$ cat config.mk
export PLATFORM = sky130hd
export DESIGN_NAME = vm_input_cond
export DESIGN_NICKNAME = d
export VERILOG_FILES = /design/src/rtl/vm_input_cond.sv
export SDC_FILE = /design/constraint.sdc
export NUM_CORES = 1
export LEC_CHECK = 0
export CAP_MARGIN = 10
export CORE_MARGIN = 5
export CORE_UTILIZATION = 35
export CTS_BUF_LIST = sky130_fd_sc_hd__clkbuf_4 sky130_fd_sc_hd__clkbuf_8
export DETAILED_ROUTE_END_ITERATION = 8
export SLEW_MARGIN = 5
export SYNTH_ARGS = -nofsm -noshare
export SYNTH_HDL_FRONTEND = slang
export SYNTH_SLANG_ARGS = --single-unit
$ cat constraint.sdc
create_clock -name clk -period 6.3 [get_ports clk]
set_input_delay 0.63 -clock clk [delete_from_list [all_inputs] [get_ports clk]]
set_output_delay 0.63 -clock clk [all_outputs]
set_load 0.01 [all_outputs]
$ cat src/rtl/vm_input_cond.sv
// Input conditioning for the vending machine: synchronizes and debounces the raw buttons
// and switches, and produces press / auto-repeat pulses and a switch-change pulse.
module vm_input_cond #(
    parameter int         DEBOUNCE_CYCLES = 500000,
    parameter int         REPEAT_DELAY    = 25000000,
    parameter int         REPEAT_RATE     = 5000000,
    parameter logic [3:0] REPEAT_MASK     = 4'b0011,
    parameter bit         BTN_ACTIVE_LOW  = 1'b1
) (
    input  logic       clk,
    input  logic       rst,
    input  logic [3:0] btn_raw,
    input  logic [9:0] sw_raw,
    output logic [3:0] btn_level,
    output logic [3:0] btn_press,
    output logic [9:0] sw_stable,
    output logic       sw_changed
);

    localparam int NCH     = 14;
    localparam int DB_W    = $clog2(DEBOUNCE_CYCLES);
    localparam int RPT_MAX = (REPEAT_DELAY > REPEAT_RATE) ? REPEAT_DELAY : REPEAT_RATE;
    localparam int RPT_W   = (RPT_MAX > 2) ? $clog2(RPT_MAX) : 1;

    localparam logic [DB_W-1:0]  DB_LAST    = DB_W'(DEBOUNCE_CYCLES - 1);
    localparam logic [RPT_W-1:0] DELAY_LAST = RPT_W'(REPEAT_DELAY - 1);
    localparam logic [RPT_W-1:0] RATE_LAST  = RPT_W'(REPEAT_RATE - 1);

    typedef enum logic [1:0] {ST_IDLE, ST_DELAY, ST_REPEAT} rpt_state_t;

    logic [3:0]     btn_in;
    logic [NCH-1:0] raw_in;
    logic [NCH-1:0] sync1;
    logic [NCH-1:0] sync2;
    logic [NCH-1:0] stable;
    logic [NCH-1:0] stable_nxt;
    logic [3:0]     btn_rise;
    logic [3:0]     rpt_pulse;

    // Buttons are made active-high here; switches occupy the upper channels.
    assign btn_in = BTN_ACTIVE_LOW ? ~btn_raw : btn_raw;
    assign raw_in = {sw_raw, btn_in};

    always_ff @(posedge clk) begin
        if (rst) begin
            sync1 <= '0;
            sync2 <= '0;
        end else begin
            sync1 <= raw_in;
            sync2 <= sync1;
        end
    end

    for (genvar c = 0; c < NCH; c++) begin : g_db
        logic [DB_W-1:0] cnt;
        logic            mismatch;
        logic            accept;

        assign mismatch      = sync2[c] ^ stable[c];
        assign accept        = mismatch && (cnt == DB_LAST);
        assign stable_nxt[c] = accept ? sync2[c] : stable[c];

        // Any agreeing cycle restarts the count, so short bounces never accumulate.
        always_ff @(posedge clk) begin
            if (rst || !mismatch || accept) begin
                cnt <= '0;
            end else begin
                cnt <= cnt + 1'b1;
            end
        end
    end

    assign btn_rise = stable_nxt[3:0] & ~stable[3:0];

    for (genvar b = 0; b < 4; b++) begin : g_rpt
        rpt_state_t       state;
        rpt_state_t       state_nxt;
        logic [RPT_W-1:0] hold_cnt;
        logic [RPT_W-1:0] hold_cnt_nxt;
        logic             held;
        logic             pulse;

        // Decisions use the level being registered this edge, so a release cancels
        // a repeat that would otherwise land on the same edge.
        assign held = stable_nxt[b];

        always_ff @(posedge clk) begin
            if (rst) begin
                state    <= ST_IDLE;
                hold_cnt <= '0;
            end else begin
                state    <= state_nxt;
                hold_cnt <= hold_cnt_nxt;
            end
        end

        always_comb begin
            state_nxt    = state;
            hold_cnt_nxt = hold_cnt + 1'b1;
            case (state)
                ST_IDLE: begin
                    hold_cnt_nxt = '0;
                    if (REPEAT_MASK[b] && btn_rise[b]) begin
                        state_nxt = ST_DELAY;
                    end
                end
                ST_DELAY: begin
                    if (!held) begin
                        state_nxt    = ST_IDLE;
                        hold_cnt_nxt = '0;
                    end else if (hold_cnt == DELAY_LAST) begin
                        state_nxt    = ST_REPEAT;
                        hold_cnt_nxt = '0;
                    end
                end
                ST_REPEAT: begin
                    if (!held) begin
                        state_nxt    = ST_IDLE;
                        hold_cnt_nxt = '0;
                    end else if (hold_cnt == RATE_LAST) begin
                        hold_cnt_nxt = '0;
                    end
                end
                default: begin
                    state_nxt    = ST_IDLE;
                    hold_cnt_nxt = '0;
                end
            endcase
        end

        always_comb begin
            pulse = 1'b0;
            case (state)
                ST_DELAY:  pulse = held && (hold_cnt == DELAY_LAST);
                ST_REPEAT: pulse = held && (hold_cnt == RATE_LAST);
                default:   pulse = 1'b0;
            endcase
        end

        assign rpt_pulse[b] = pulse;
    end

    always_ff @(posedge clk) begin
        if (rst) begin
            stable     <= '0;
            btn_press  <= '0;
            sw_changed <= 1'b0;
        end else begin
            stable     <= stable_nxt;
            btn_press  <= btn_rise | rpt_pulse;
            sw_changed <= |(stable_nxt[NCH-1:4] ^ stable[NCH-1:4]);
        end
    end

    assign btn_level = stable[3:0];
    assign sw_stable = stable[NCH-1:4];

endmodule
* After elaboration in Yosys (flattened, before gate mapping)
Cells that the tools add are included.
Word-level totals: ROM bits 0, input bits 16, word-level logic and storage cells 235, register bits 421, bits in latches 0, RAM bits 0, memories 0
Cells by class: reductions and logical operators 73, magnitude comparators 0, mux-type cells 56, equality and inequality tests 40, shift-type cells 0, multiply operators 0, add/sub/neg operators 18, div/mod/pow operators 0, bitwise operators 21
Operator list (count):
- 2-to-1 mux 25 bit | 16
- adder 19 x 1 -> 19 bit (second input constant) | 14
- == test 19 bit (second input constant) | 14
- one-hot mux 25 bit (2 select lines) | 4
- adder 25 x 1 -> 25 bit (second input constant) | 4
- == test 25 x 23 -> 1 bit (second input constant) | 4
- == test 25 bit (second input constant) | 4
- logical OR 1 bit | 28
- 2-to-1 mux 2 bit | 14
- one-hot mux 2 bit (3 select lines) | 4
- logical AND 1 bit | 22
- logical NOT 1 bit | 14
- 2-to-1 mux 1 bit | 14
- bitwise XOR 1 bit | 14
- inequality test 2 bit (second input constant) | 6
- inequality test 3 bit (second input constant) | 4
- AND reduction 3 bit | 4
- OR reduction 10 bit | 1
- bitwise XOR 10 bit | 1
- == test 2 x 1 -> 1 bit (second input constant) | 4
- == test 2 bit (second input constant) | 4
- logical NOT 2 bit | 4
- inverter 4 bit | 2
- one-hot mux 1 bit (2 select lines) | 4
- 3 further kinds | 4

* Logic depth before layout (Yosys ltp)
Gate-level depths: netlist of run 1.
word-level depth 6, mapped depth 9

* Worst setup path before layout of run 1
No wires, ideal clock.
kind register to register, from register g_db[12].cnt[0], to register g_db[12].cnt[11], stages on the path, launching flop included 10, path slack 4.182 ns, arrival time 1.991 ns, required time 6.172 ns, cell sequence dfxtp_1 -> ha_1 -> nand2_1 -> nor2_1 -> nand2_1 -> nor3_1 -> or2_2 -> clkbuf_1 -> clkbuf_1 -> nor2_1
On the way: longest elaborated chain between the ends 3, elaborated cells between the ends (all ways) 4, those cells by class add/sub (1); eq/ne (1); reduce/logical (2)
Ends and longest elaborated chain:
- start, declared | line 55 | logic [DB_W-1:0] cnt;
- start signal, assigned | line 68 | cnt <= cnt + 1'b1;
- parallel branches: the longest is 3 deep, another holds adder 19 x 1 -> 19 bit
Several ways; the timed one is not identified. A chain may end at the register's enable or synchronous reset.

* Final worst setup path of run 1
from register g_db[0].cnt[0], to register g_rpt[0].hold_cnt[13]
On the way: longest elaborated chain between the ends 5, elaborated cells between the ends (all ways) 6, those cells by class eq/ne (1); mux (4); reduce/logical (1)
Ends and longest elaborated chain:
- start, declared | line 55
- start signal, assigned | line 68
- == test 19 bit (*) | line 60 | assign accept = mismatch && (cnt == DB_LAST);
- logical AND 1 bit (*) | line 60
- 2-to-1 mux 1 bit (*) | line 61 | assign stable_nxt[c] = accept ? sync2[c] : stable[c];
- 2-to-1 mux 25 bit, on equally long branches | line 117, 108
- one-hot mux 25 bit (2 select lines) (*) | line 100 | case (state)
- end signal, assigned | line 93 | hold_cnt <= hold_cnt_nxt;
- end, declared | line 78 | logic [RPT_W-1:0] hold_cnt;
Mark *: on every way between the ends. The rest lies on a longest branch, timed or not.

==> results of run 1 <==
-- worst register-to-register path, cell delays in order (launching register included) --
cell and delay, ns:
dfxtp_1 0.36, ha_1 0.22, nand4_1 0.18, nor3_1 0.42
mux2_2 0.28, nand4b_1 0.79, nor2_1 0.33
-- synth_stat cells, drive strengths merged, types with 11 or more instances --
master | count | area, µm²
and3 | 46 | 289.0
nand3 | 116 | 580.6
nor2 | 407 | 1528
nor4 | 18 | 127.6
ha | 22 | 275.3
nand4 | 59 | 369.1
nand2 | 126 | 473.0
mux2i | 15 | 150.1
clkbuf | 39 | 146.4
dfxtp | 367 | 7347
and2 | 11 | 68.82
inv | 36 | 135.1
nor3 | 31 | 155.2
and4 | 26 | 227.7
xnor2 | 116 | 1016
nor2b | 29 | 181.4
xor2 | 177 | 1550
nor4b | 19 | 172.7
or3 | 20 | 127.6
-- routing by layer --
layer / track usage [%] / vias to the layer above / share of wire (%)
met5: 0 / - / 0
met4: 3.266 / 0 / 2.2
met3: 2.846 / 53 / 4.2
met2: 19.06 / 145 / 44
met1: 15.93 / 5212 / 50
li1: - / 5954 / -
-- cells in the final DEF (no fill, tap or decap), types with 8 or more instances in the layout --
cell type        instances
a21oi_1                  8
and2_1                  10
and3_1                  45
and4_1                  26
clkbuf_4                15
clkbuf_8                83
clkdlybuf4s50_1         33
dfxtp_1                367
ha_1                    22
inv_1                   36
mux2i_1                 15
nand2_1                126
nand3_1                116
nand4_1                 59
nor2_1                 407
nor2b_1                 29
nor3_1                  31
nor4_1                  17
nor4b_1                 18
nor4bb_1                 8
or3_1                   18
xnor2_1                116
xor2_1                 177
-- worst max-delay path by stage --
stage	from	to	slack (ns)	depth (start not counted)
global route	g_db[0].cnt[0]	g_rpt[0].hold_cnt[13]	3.39	6
CTS	g_db[0].cnt[6]	g_rpt[0].hold_cnt[13]	3.59	6
finish	g_db[0].cnt[0]	g_rpt[0].hold_cnt[13]	3.63	6
floorplan	g_db[12].cnt[0]	g_db[12].cnt[11]	4.18	9
global placement	g_db[0].cnt[6]	g_rpt[0].hold_cnt[0]	3.67	6
detailed placement	g_db[0].cnt[6]	g_rpt[0].hold_cnt[13]	3.60	6
-- power breakdown --
part	total, mW	switching, mW	leakage [nW]	internal, mW
registers	2.34	0.00624	2.96	2.33
clock network	2.34	0.925	0.746	1.41
logic	0.0449	0.0270	2.02	0.0180
total	4.72	0.958	5.73	3.76
-- through the flow --
stage          std cells  hold slack (ns)  util [%]
2_1_floorplan       1754           0.4138         -
3_3_place_gp        2333           0.4183     37.16
3_5_place_dp        2333           0.4212     37.16
4_1_cts             2441           0.4354     40.35
5_1_grt             2441           0.4548     40.35
6_report            2441           0.4345     40.35
-- sequential cells by signal, summed over array words and instances, names as in the netlist --
name,flops
g_db.cnt,266
g_rpt.hold_cnt,50
stable,14
sync1,14
sync2,14
btn_press,4
g_rpt.state,4
sw_changed,1
-- cell families after synthesis --
kind of cell / count (synthesis) / share of synthesized area (%)
buf+inv: 83 / 2.221
compound gates: 27 / 1.179
xor+xnor: 293 / 16.57
mux: 16 / 1.042
flops: 367 / 47.43
fa+ha+maj: 22 / 1.777
simple gates: 946 / 29.79
-- final cells by class --
| class | instances | area share, % |
|---|---|---|
| Clock inverter | 10 | 0.8451 |
| Inverter | 36 | 0.7606 |
| Tap cell | 592 | 4.169 |
| Clock buffer | 98 | 7.064 |
| Sequential cell | 367 | 41.36 |
| Timing Repair Buffer | 34 | 1.902 |
| Multi-Input combinational cell | 1304 | 43.90 |
==> out/qor.yml, run 1 <==
run_status:
  status: "finished, final reports clean"
power_and_ir_drop:
  p_per_area_nw_per_um2: 265.8
  power_leakage_nw: 5.732
  total_power_mw: 4.723
  ir_worst_vdd_mv: 0.1401
worst_setup_path:
  critPathKind: "reg2reg"
  path_buf_inv: 0
  r2r_start: "g_db[0].cnt[0]"
  path_cells: "ha_1 > nand4_1 > nor3_1 > mux2_2 > nand4b_1 > nor2_1"
  regToRegSetupSlack_ns: 3.63
  setup.worst_path.end_class: "flip-flop"
  cp_top_family: "simple AND/OR/NAND/NOR gates"
  arrival_ns: 3.16
  critPathRequiredTime_ns: 6.79
  r2r_end: "g_rpt[0].hold_cnt[13]"
  cpPeakStageDelay_ns: 0.79
  rr_worst_depth: 6
  slowest_stage: "nand4b_1"
  cp-start-kind: "flip-flop"
  crit_fanout: 25
routing:
  routed_wl_um: 28670
  drcViolationCount: 0
  wl_per_cell_um: 11.74
  dr_total_vias: 11360
  ant_nets: 0
  firstDrtPassIters: 6
  viasPerCell: 4.655
  drt-initial-drc-count: 624
yosys:
  ys_async_sr_fraction_pct: 0
  synth_cells: 1754
  avgSynthCellArea_um2: 8.832
  seq_area_frac_synth_pct: 47.43
  synthesis.area_um2: 15490
  synth_enable_flop_cells: 0
  synth_warnings: 0
  yosys_most_used_dff: "dfxtp_1"
  syn_nets: 1792
  ys_ff_latch: 367
  yosysUniqueCellTypes: 53
clock_network:
  ctsResizeCount: 0
  cts_root_buf: "clkbuf_8"
  cts_tree: "done"
  insertion_delay_ns: 0.60
  cts_hold_buf: 0
  clock-sinks: 367
  cts_inserted_buffers: 59
  clockBufferDepth: 3
  ctsHtreeMaxLevel: 2
  clkTransAtPathRegs_ns: 0.06
  post-cts-setup-buffer-count: 0
global_routing:
  grt_pass1_wl_um: 50010
  overflow: 0
  antenna_found_initial: 0
  grt_usage_pct: 11.83
  grt_max_degree: 72
  grt_pass1_vias: 11050
finish:
  syn_to_final_growth_pct: 14.68
  multi_input_area_um2: 7800
  final_nets: 1840
  final_design_area_no_fill_um2: 17770
  antenna_cells: 0
  fillers: 4403
  drive_above_1_share_pct: 6.760
  seq_area_um2: 7347
floorplanning:
  die_y_um: 220.4
  die_w_um: 220.4
  fp-row-count: 77
  initial_core_util_pct: 35.18
  ioPinCount: 35
  die-area_um2: 48570
  core_region_area_um2: 44030
worst_hold_path:
  holdPathStages: 1
  min_to: "sync2[3]"
  worstHoldStart: "sync1[3]"
  hp-class: "reg2reg"
timing:
  slew_headroom_pct: 32.25
  rsz0062_at_grt: "no"
  setup_violations: 0
  tns_ns: 0
  tightest_slew_ns: 1.011
  fin_crit_ns: 2.674
  worst_slack_ns: 3.626
  period_share_pct: 42.45
  drv_slew: 0
  skew_ns: 0.01826
  max_freq_mhz: 373.9
  finalHoldViolations: 0
placement:
  hpwl_um: 19120
  place_area_um2: 16360
  gp_congestion: 0.8061
  port_buffers: 34
  dpl_worst_slack_ns: 3.604
flow_run:
  drv_cap: 0
(Power assumes the default switching activity.)
==> inputs of run 2 (changes only) <==
- clock period: 6.3 -> 2.75 ns (I/O delays scaled with it)
==> run 2 against run 1 <==
Register-to-register slack worse by 3.1 ns; die area stayed put; total power is 130% higher; critical endpoint is now g_db[6].cnt[12].
==> out/qor.yml, run 2 (synthesis gave the netlist of run 1 again) <==
run_status:
  status: "finished, final reports clean"  # unchanged
timing:
  tightest_slew_ns: 0.7145  # was 1.011 ns
  slew_headroom_pct: 51.93  # was 32.25%
  finalHoldViolations: 0  # unchanged
  worst_slack_ns: 0.5006  # was 3.626 ns
  fin_crit_ns: 2.249  # was 2.674 ns
  drv_slew: 0  # unchanged
  tns_ns: 0  # unchanged
  skew_ns: 0.02062  # was 0.01826 ns
  rsz0062_at_grt: "no"  # unchanged
  period_share_pct: 81.80  # was 42.45%
  setup_violations: 0  # unchanged
  max_freq_mhz: 444.6  # was 373.9 MHz
routing:
  wl_per_cell_um: 11.44  # was 11.74 µm
  drcViolationCount: 0  # unchanged
  viasPerCell: 4.676  # was 4.655
  drt-initial-drc-count: 677  # was 624
  dr_total_vias: 11430  # was 11360
  routed_wl_um: 27960  # was 28670 µm
  firstDrtPassIters: 4  # was 6
  ant_nets: 0  # unchanged
floorplanning:
  die_w_um: 220.4  # unchanged
  die_y_um: 220.4  # unchanged
  fp-row-count: 77  # unchanged
  die-area_um2: 48570  # unchanged
  initial_core_util_pct: 35.18  # unchanged
  ioPinCount: 35  # unchanged
  core_region_area_um2: 44030  # unchanged
clock_network:
  insertion_delay_ns: 0.61  # was 0.60 ns
  clkTransAtPathRegs_ns: 0.06  # about the same
  cts_root_buf: "clkbuf_8"  # unchanged
  cts_tree: "done"  # unchanged
  ctsHtreeMaxLevel: 2  # unchanged
  post-cts-setup-buffer-count: 0  # unchanged
  clock-sinks: 367  # unchanged
  ctsResizeCount: 0  # unchanged
  cts_inserted_buffers: 59  # unchanged
  cts_hold_buf: 0  # unchanged
  clockBufferDepth: 3  # unchanged
finish:
  final_design_area_no_fill_um2: 17760  # was 17770 µm²
  largestRegisters: "g_db.cnt: 266 flops, g_rpt.hold_cnt: 50 flops"  # unchanged
  final_nets: 1845  # was 1840
  regMostFlops: "g_db.cnt"  # unchanged
  final_util_pct: 40.33  # was 40.35%
  syn_to_final_growth_pct: 14.64  # was 14.68%
  antenna_cells: 0  # unchanged
  drive_above_1_share_pct: 6.911  # was 6.760%
  largest_reg_flops: 266  # unchanged
  layout_commonest_cell: "nor2_1"  # unchanged
  mostFrequentLayoutCells: "407 x nor2_1, 367 x dfxtp_1, 177 x xor2_1"  # unchanged
global_routing:
  grt_max_degree: 63  # was 72
  grt_usage_pct: 11.51  # was 11.83%
  antenna_found_initial: 0  # unchanged
  grt_pass1_vias: 10890  # was 11050
  overflow: 0  # unchanged
  grt_pass1_wl_um: 48930  # was 50010 µm
placement:
  dpl_worst_slack_ns: 0.4966  # was 3.604 ns
  place_area_um2: 16400  # was 16360 µm²
  gp_congestion: 0.7905  # was 0.8061
  port_buffers: 34  # unchanged
  hpwl_um: 18600  # was 19120 µm
worst_setup_path:
  cp-start-kind: "flip-flop"  # unchanged
  arrival_ns: 2.70  # was 3.16 ns
  critPathKind: "reg2reg"  # unchanged
  setup.worst_path.end_class: "flip-flop"  # unchanged
  crit_fanout: 18  # was 25
  r2r_start: "g_db[6].cnt[0]"  # was g_db[0].cnt[0]
  critPathLaunch: "g_db[6].cnt[0]"  # was g_db[0].cnt[0]
  critPathRequiredTime_ns: 3.21  # was 6.79 ns
worst_hold_path:
  worstHoldStart: "btn_raw[0]"  # was sync1[3]
  hp-class: "in2reg"  # was reg2reg
power_and_ir_drop:
  total_power_mw: 10.67  # was 4.723 mW
  ir_worst_vdd_mv: 0.3636  # was 0.1401 mV
  p_per_area_nw_per_um2: 600.8  # was 265.8 nW/µm²
  power_leakage_nw: 5.728  # was 5.732 nW
flow_run:
  drv_cap: 0  # unchanged
run 2: area by class of cell:
| cell class | count | area, µm² |
|---|---|---|
| repair buffers | 39 | 375.4 |
| inverters | 36 | 135.1 |
| clock inverters | 7 | 116.4 |
| clock buffers | 99 | 1244 |
| well taps | 592 | 740.7 |
| multi-input cells | 1304 | 7800 |
| fillers | 4391 | 26270 |
| flip-flops and latches | 367 | 7347 |
run 2: through the flow:
| step | std cells | hold slack [ns] |
|---|---|---|
| 5_1_grt | 2444 | 0.1605 |
| 3_3_place_gp | 2338 | 0.4175 |
| 3_5_place_dp | 2338 | 0.4248 |
| 6_report | 2444 | 0.1871 |
| 4_1_cts | 2444 | 0.1248 |
| 2_1_floorplan | 1754 | 0.3417 |
run 2: worst paths after layout:
| kind | end | slack [ns] | cells after the start |
|---|---|---|---|
| min | sync1[0] | 0.19 | 2 |
| min reg2reg | sync2[1] | 0.44 | 1 |
| max | g_db[6].cnt[12] | 0.50 | 7 |
| max reg2reg | g_db[6].cnt[12] | 0.50 | 7 |
run 2: worst max-delay path, cell delays in order (launching register included):
cell and delay (ns):
dfxtp_1 0.36, ha_1 0.21, and4_1 0.31, nand2_1 0.12, nor4_1 0.31, buf_4 0.17, or3_1 0.49, nor2_1 0.12
run 2: layer usage:
| layer | up-vias | part of all wire, % | GRT usage [%] |
|---|---|---|---|
| li1 | 5957 | - | - |
| met3 | 53 | 4.0 | 2.476 |
| met1 | 5283 | 49 | 15.29 |
| met2 | 135 | 45 | 18.75 |
| met5 | - | 0 | 0 |
| met4 | 0 | 2.1 | 3.745 |
run 2: power by group:
group	switching (mW)	total [mW]	leakage, nW	internal [mW]
registers	0.0149	5.36	2.96	5.34
clock network	2.09	5.21	0.718	3.11
logic	0.0615	0.103	2.05	0.0419
